### src/rtl/core_pkg.sv
// Shared core-wide constants: tag and data widths, the null ROB tag and
// functional-unit indices, plus the round-robin pointer helper.
package core_pkg;

    localparam int unsigned ROBEN_W_DEFAULT = 5;
    localparam int unsigned DATA_W_DEFAULT  = 32;

    // ROB tag 0 is reserved to mean "no entry"
    localparam int unsigned ROBEN_NONE = 0;

    localparam int unsigned FU_ALU  = 0;
    localparam int unsigned FU_MUL  = 1;
    localparam int unsigned FU_LDST = 2;
    localparam int unsigned FU_BR   = 3;

    function automatic int unsigned rr_next(input int unsigned idx, input int unsigned n);
        return (idx + 1) % n;
    endfunction

endpackage

### src/rtl/rr_pick.sv
// Combinational round-robin picker: first set request at or above ptr, with wrap.
// Shared between the CDB arbiter and the issue-select logic.
module rr_pick #(
    parameter int unsigned N = 4,
    localparam int unsigned IDX_W = (N > 1) ? $clog2(N) : 1
) (
    input  logic [N-1:0]     req,
    input  logic [IDX_W-1:0] ptr,
    output logic [N-1:0]     grant,
    output logic [IDX_W-1:0] idx,
    output logic             any
);

    logic [IDX_W-1:0] pos;
    int               sum;

    // Walk offsets from farthest to nearest so the nearest requester wins last.
    always_comb begin
        grant = '0;
        idx   = '0;
        any   = 1'b0;
        pos   = '0;
        sum   = 0;
        for (int k = int'(N) - 1; k >= 0; k--) begin
            sum = int'(ptr) + k;
            pos = IDX_W'(sum % int'(N));
            if (req[pos]) begin
                grant      = '0;
                grant[pos] = 1'b1;
                idx        = pos;
                any        = 1'b1;
            end
        end
    end

endmodule

### src/rtl/cdb_arbiter.sv
// Round-robin arbiter for the Common Data Bus: grants one completed result per
// cycle and broadcasts it registered, filtering null tags and squashing on flush.
module cdb_arbiter
    import core_pkg::*;
#(
    parameter int unsigned N_REQ   = 4,
    parameter int unsigned ROBEN_W = ROBEN_W_DEFAULT,
    parameter int unsigned DATA_W  = DATA_W_DEFAULT,
    localparam int unsigned SRC_W  = $clog2(N_REQ)
) (
    input  logic                       clk,
    input  logic                       rst,
    input  logic                       flush,
    input  logic [N_REQ-1:0]           req_valid,
    input  logic [N_REQ*ROBEN_W-1:0]   req_roben,
    input  logic [N_REQ*DATA_W-1:0]    req_data,
    output logic [N_REQ-1:0]           req_ready,
    output logic                       cdb_valid,
    output logic [ROBEN_W-1:0]         cdb_roben,
    output logic [DATA_W-1:0]          cdb_data,
    output logic [SRC_W-1:0]           cdb_src,
    output logic                       err_zero_tag
);

    logic [SRC_W-1:0]   ptr_q, ptr_d;
    logic [N_REQ-1:0]   grant;
    logic [SRC_W-1:0]   grant_idx;
    logic               grant_any;
    logic [ROBEN_W-1:0] sel_roben;
    logic [DATA_W-1:0]  sel_data;
    logic               zero_tag;

    logic               valid_q, valid_d;
    logic [ROBEN_W-1:0] roben_q, roben_d;
    logic [DATA_W-1:0]  data_q, data_d;
    logic [SRC_W-1:0]   src_q, src_d;
    logic               err_q, err_d;

    rr_pick #(
        .N (N_REQ)
    ) u_rr_pick (
        .req   (req_valid),
        .ptr   (ptr_q),
        .grant (grant),
        .idx   (grant_idx),
        .any   (grant_any)
    );

    always_comb begin
        sel_roben = req_roben[32'(grant_idx) * ROBEN_W +: ROBEN_W];
        sel_data  = req_data[32'(grant_idx) * DATA_W +: DATA_W];
        zero_tag  = (sel_roben == ROBEN_W'(ROBEN_NONE));
        req_ready = (grant_any && !flush) ? grant : '0;

        ptr_d   = ptr_q;
        valid_d = 1'b0;
        roben_d = roben_q;
        data_d  = data_q;
        src_d   = src_q;
        err_d   = err_q;

        if (flush) begin
            ptr_d = '0;
        end else if (grant_any) begin
            ptr_d = SRC_W'(rr_next(32'(grant_idx), N_REQ));
            // Null-tag results are consumed but never reach the bus.
            if (zero_tag) begin
                err_d = 1'b1;
            end else begin
                valid_d = 1'b1;
                roben_d = sel_roben;
                data_d  = sel_data;
                src_d   = grant_idx;
            end
        end
    end

    always_ff @(posedge clk or posedge rst) begin
        if (rst) begin
            ptr_q   <= '0;
            valid_q <= 1'b0;
            roben_q <= '0;
            data_q  <= '0;
            src_q   <= '0;
            err_q   <= 1'b0;
        end else begin
            ptr_q   <= ptr_d;
            valid_q <= valid_d;
            roben_q <= roben_d;
            data_q  <= data_d;
            src_q   <= src_d;
            err_q   <= err_d;
        end
    end

    assign cdb_valid    = valid_q;
    assign cdb_roben    = roben_q;
    assign cdb_data     = data_q;
    assign cdb_src      = src_q;
    assign err_zero_tag = err_q;

endmodule
### config.mk
export PLATFORM = sky130hd
export DESIGN_NAME = cdb_arbiter
export DESIGN_NICKNAME = d
export VERILOG_FILES = /design/src/rtl/core_pkg.sv /design/src/rtl/rr_pick.sv /design/src/rtl/cdb_arbiter.sv
export SDC_FILE = /design/constraint.sdc
export NUM_CORES = 1
export LEC_CHECK = 0
export CORE_MARGIN = 2
export CORE_UTILIZATION = 39
export DETAILED_ROUTE_END_ITERATION = 12
export GPL_ROUTABILITY_DRIVEN = 0
export PLACE_DENSITY = 0.92
export SLEW_MARGIN = 20
export SYNTH_ARGS = -nofsm -noshare
export SYNTH_HDL_FRONTEND = slang
export SYNTH_SLANG_ARGS = --single-unit
### constraint.sdc
create_clock -name clk -period 3.64 [get_ports clk]
set_input_delay 0.728 -clock clk [delete_from_list [all_inputs] [get_ports clk]]
set_output_delay 0.728 -clock clk [all_outputs]
set_load 0.02 [all_outputs]
==> results.json <==
{
  "status": "completed",
  "die_width_um": 98.76,
  "boundaryPins": 200,
  "setup_viol_count_final": 0,
  "vdd_ir_drop_max_mv": 0.3958,
  "drv.max_cap_violation_count": 0,
  "worst-slew-pin-transition_ps": 908.8,
  "worst-path-max-fanout": 5,
  "grt_max_degree": 44,
  "rsz_0062_raised_after_global_routing": "false",
  "syn_area_um2": 3502,
  "sequential_cell_fraction_of_total_power": 0.170,
  "p_int_mw": 2.967,
  "postCtsHoldBufs": 0,
  "cp.arrival_ps": 2810,
  "async_flop_share": 1.000,
  "placementRows": 34,
  "timing_hold_violations_final": 0,
  "yosys-top-cells-area": "dfrtp_1 31%, mux2i_1 28%, mux2_4 6.0%",
  "standard_cell_core_area_um2": 8721,
  "synth-main-ff-cell": "dfrtp_1",
  "critPathBufInv": 3,
  "htreeDepth": 2,
  "grt_use_total": 0.2186,
  "top_cell_type_by_total_area_after_synthesis": "dfrtp_1",
  "leakage_power_summed_over_all_cells_nw": 2.662,
  "synthMostInstantiatedCell": "mux2i_1",
  "cts-root-buf": "clkbuf_8",
  "synth.ff_latch_count": 43,
  "worst_hold_depth": 1,
  "top_achievable_clock_speed_ghz": 0.2829,
  "initial_core_util": 0.4016,
  "cp-start-kind": "input port",
  "yosys-top-cells-count": "97 x mux2i_1, 43 x dfrtp_1, 18 x mux2_2, 14 x mux2_4, 13 x inv_1",
  "period_needed_ps": 3535,
  "reg2reg_depth": 11,
  "power_density_nw_per_um2": 879.0,
  "vias_in_the_first_global_route": 3570,
  "worst_path_largest_cell_delay_ps": 480,
  "slowest_stage": "mux4_2",
  "power_frac_comb": 0.767,
  "nFillCells": 657,
  "worst-path-stages": 8,
  "timing.max_slew.rel_slack": 0.3933,
  "crit_chain": "clkdlybuf4s50_1 > buf_4 > mux4_2 > nor2b_4 > a221oi_1 > a211o_1 > a21oi_1 > dlygate4sd2_1",
  "grt_antenna_before_repair": 0,
  "synthCells": 306,
  "route.vias.total": 3297,
  "worst_clk_skew_ps": 3.854,
  "cts_buffer_depth": 2,
  "buffers_added_on_ports": 199,
  "post_synth_num_cell_types": 45,
  "final_layout_size_suffix_gt1_frac": 0.1647,
  "wirelength_mm": 10.65,
  "floorplan.die.height_um": 98.76,
  "drcViolationCount": 0,
  "firstDrtPassIters": 4,
  "num-nets-final": 677,
  "synth_enable_flop_cells": 0,
  "yosysTopAreaCellShare": 0.3073,
  "synthToLayoutAreaGrowth_pct": 66.27,
  "drt_first_iter_violations": 50,
  "dieArea_um2": 9754,
  "tritoncts_clock_tree": "built",
  "synthesis.nets": 468,
  "worst_skew_pair.late_latency_ps": 300,
  "power.share.switching": 0.4204,
  "first_pass_grt_wire_length_mm": 17.38,
  "cts.clk_slew.worst_paths_ps": 90,
  "multiInputGateArea_um2": 2248,
  "worst_ep_required_time_ps": 2910,
  "hpwl_after_detailed_placement_mm": 8.616,
  "ys_seq_area_frac": 0.3073,
  "ratio_of_routed_vias_to_standard_cells": 5.284,
  "grt_overflow_total": 0,
  "postRouteAntennaNets": 0,
  "nature_of_the_critical_path_endpoint": "output pin",
  "syn_avg_cell_area_um2": 11.44,
  "slew_viol_final": 0,
  "final_critical_path_share_of_the_clock_period": 0.9712,
  "criticalPathCategory": "in2out",
  "critical_path.top_delay_family": "buffers and inverters",
  "synthesis.yosys.warnings": 0,
  "clockPowerShare": 0.063,
  "antennaDiodeCount": 0,
  "clkSinkCount": 43,
  "numCtsBuffers": 5,
  "hold_ws_ps": 501.6,
  "power_mw": 5.118,
  "power.net_switching_mw": 2.152,
  "detail_route.wl_per_cell_um": 17.07,
  "sequential_cell_area_um2": 1076,
  "worst_hold_path_type": "reg2reg"
}
-- path summary, 6_finish.rpt --
check / from / to / slack (ps)
max in group asynchronous: rst / cdb_data[11] / 2130
worst min register to register: cdb_src[1] / cdb_src[1] / 500
min in group asynchronous: rst / cdb_data[1] / 950
worst max-delay path: req_valid[3] / req_ready[3] / 100
worst min-delay path: cdb_src[1] / cdb_src[1] / 500
worst max register to register: ptr_q[0] / cdb_data[28] / 500
-- area by class of cell --
type	instances	share of cell area
Inverter	13	0.008380
Clock inverter	3	0.004083
Sequential cell	43	0.1848
Multi-Input combinational cell	230	0.3861
Clock buffer	5	0.01182
Timing Repair Buffer	222	0.3816
Tap cell	108	0.02321
-- cell usage in the layout, fill, tap and decap left out, types with 2 or more instances in the layout --
| cell type | instances |
|---|---|
| inv_1 | 12 |
| buf_12 | 5 |
| o221ai_1 | 2 |
| a221oi_1 | 5 |
| clkbuf_8 | 5 |
| a211o_1 | 4 |
| o21ai_1 | 5 |
| dlygate4sd2_1 | 4 |
| mux2_4 | 14 |
| a21oi_1 | 11 |
| clkinvlp_4 | 2 |
| nor3_1 | 4 |
| mux2i_1 | 97 |
| nand3_1 | 2 |
| buf_4 | 18 |
| mux4_2 | 9 |
| mux2_2 | 18 |
| nor2_1 | 9 |
| or4_1 | 3 |
| nand2_1 | 10 |
| dfrtp_1 | 43 |
| clkdlybuf4s50_1 | 195 |
| mux2_1 | 2 |
| o21ai_0 | 4 |
| a21oi_4 | 2 |
| ha_1 | 7 |
| a21o_1 | 2 |
-- what timing repair did --
item | in CTS | in global routing
resized for setup | 4 | 0
setup buffers | 0 | 0
setup endpoints to repair | 4 | 0
-- stage by stage --
| step | setup slack (ps) | area, µm² | instances | util | setup TNS, ps |
|---|---|---|---|---|---|
| after floorplan | 283.6 | 3502 | 306 | - | 0 |
| after global placement | -66.14 | 5736 | 616 | 0.6577 | -140.1 |
| after detailed placement | -134.4 | 5736 | 616 | 0.6577 | -499.2 |
| after CTS | 121.7 | 5823 | 624 | 0.6677 | 0 |
| after global routing | 6.601 | 5823 | 624 | 0.6677 | 0 |
| final | 104.8 | 5823 | 624 | 0.6677 | 0 |
-- kinds of logic (layout without fill, tap and decap cells) --
family | Yosys count | in the layout | share of synthesized area
multiplexers | 140 | 140 | 0.4594
AO/OA/AOI/OAI | 45 | 45 | 0.09325
flip-flops | 43 | 43 | 0.3073
AND/OR/NAND/NOR | 37 | 37 | 0.05717
buffers and inverters | 33 | 243 | 0.05538
adder cells (fa/ha/maj) | 7 | 7 | 0.02501
XOR/XNOR | 1 | 1 | 0.002501
-- sequential cells by signal (all words and copies together) (netlist names) --
signal,flops
cdb_data,32
cdb_roben,5
cdb_src,2
ptr_q,2
cdb_valid,1
err_zero_tag,1
-- power groups by stage --
stage	sequential (mW)	combinational, mW	clock, mW
5_1_grt	0.901	4.21	0.351
6_report	0.871	3.93	0.321
4_1_cts	0.875	3.97	0.326
3_3_place_gp	0.859	3.86	0
2_1_floorplan	1.15	2.41	0
3_5_place_dp	0.879	3.97	0
-- metal layers --
metal  share of wire  track usage  vias up
met3           0.075      0.06028        8
met5               0            0        -
met2            0.55       0.4127      145
met4          0.0088      0.04004        0
met1            0.37       0.2465     1577
li1                -            -     1567
(Power assumes the default switching activity.)
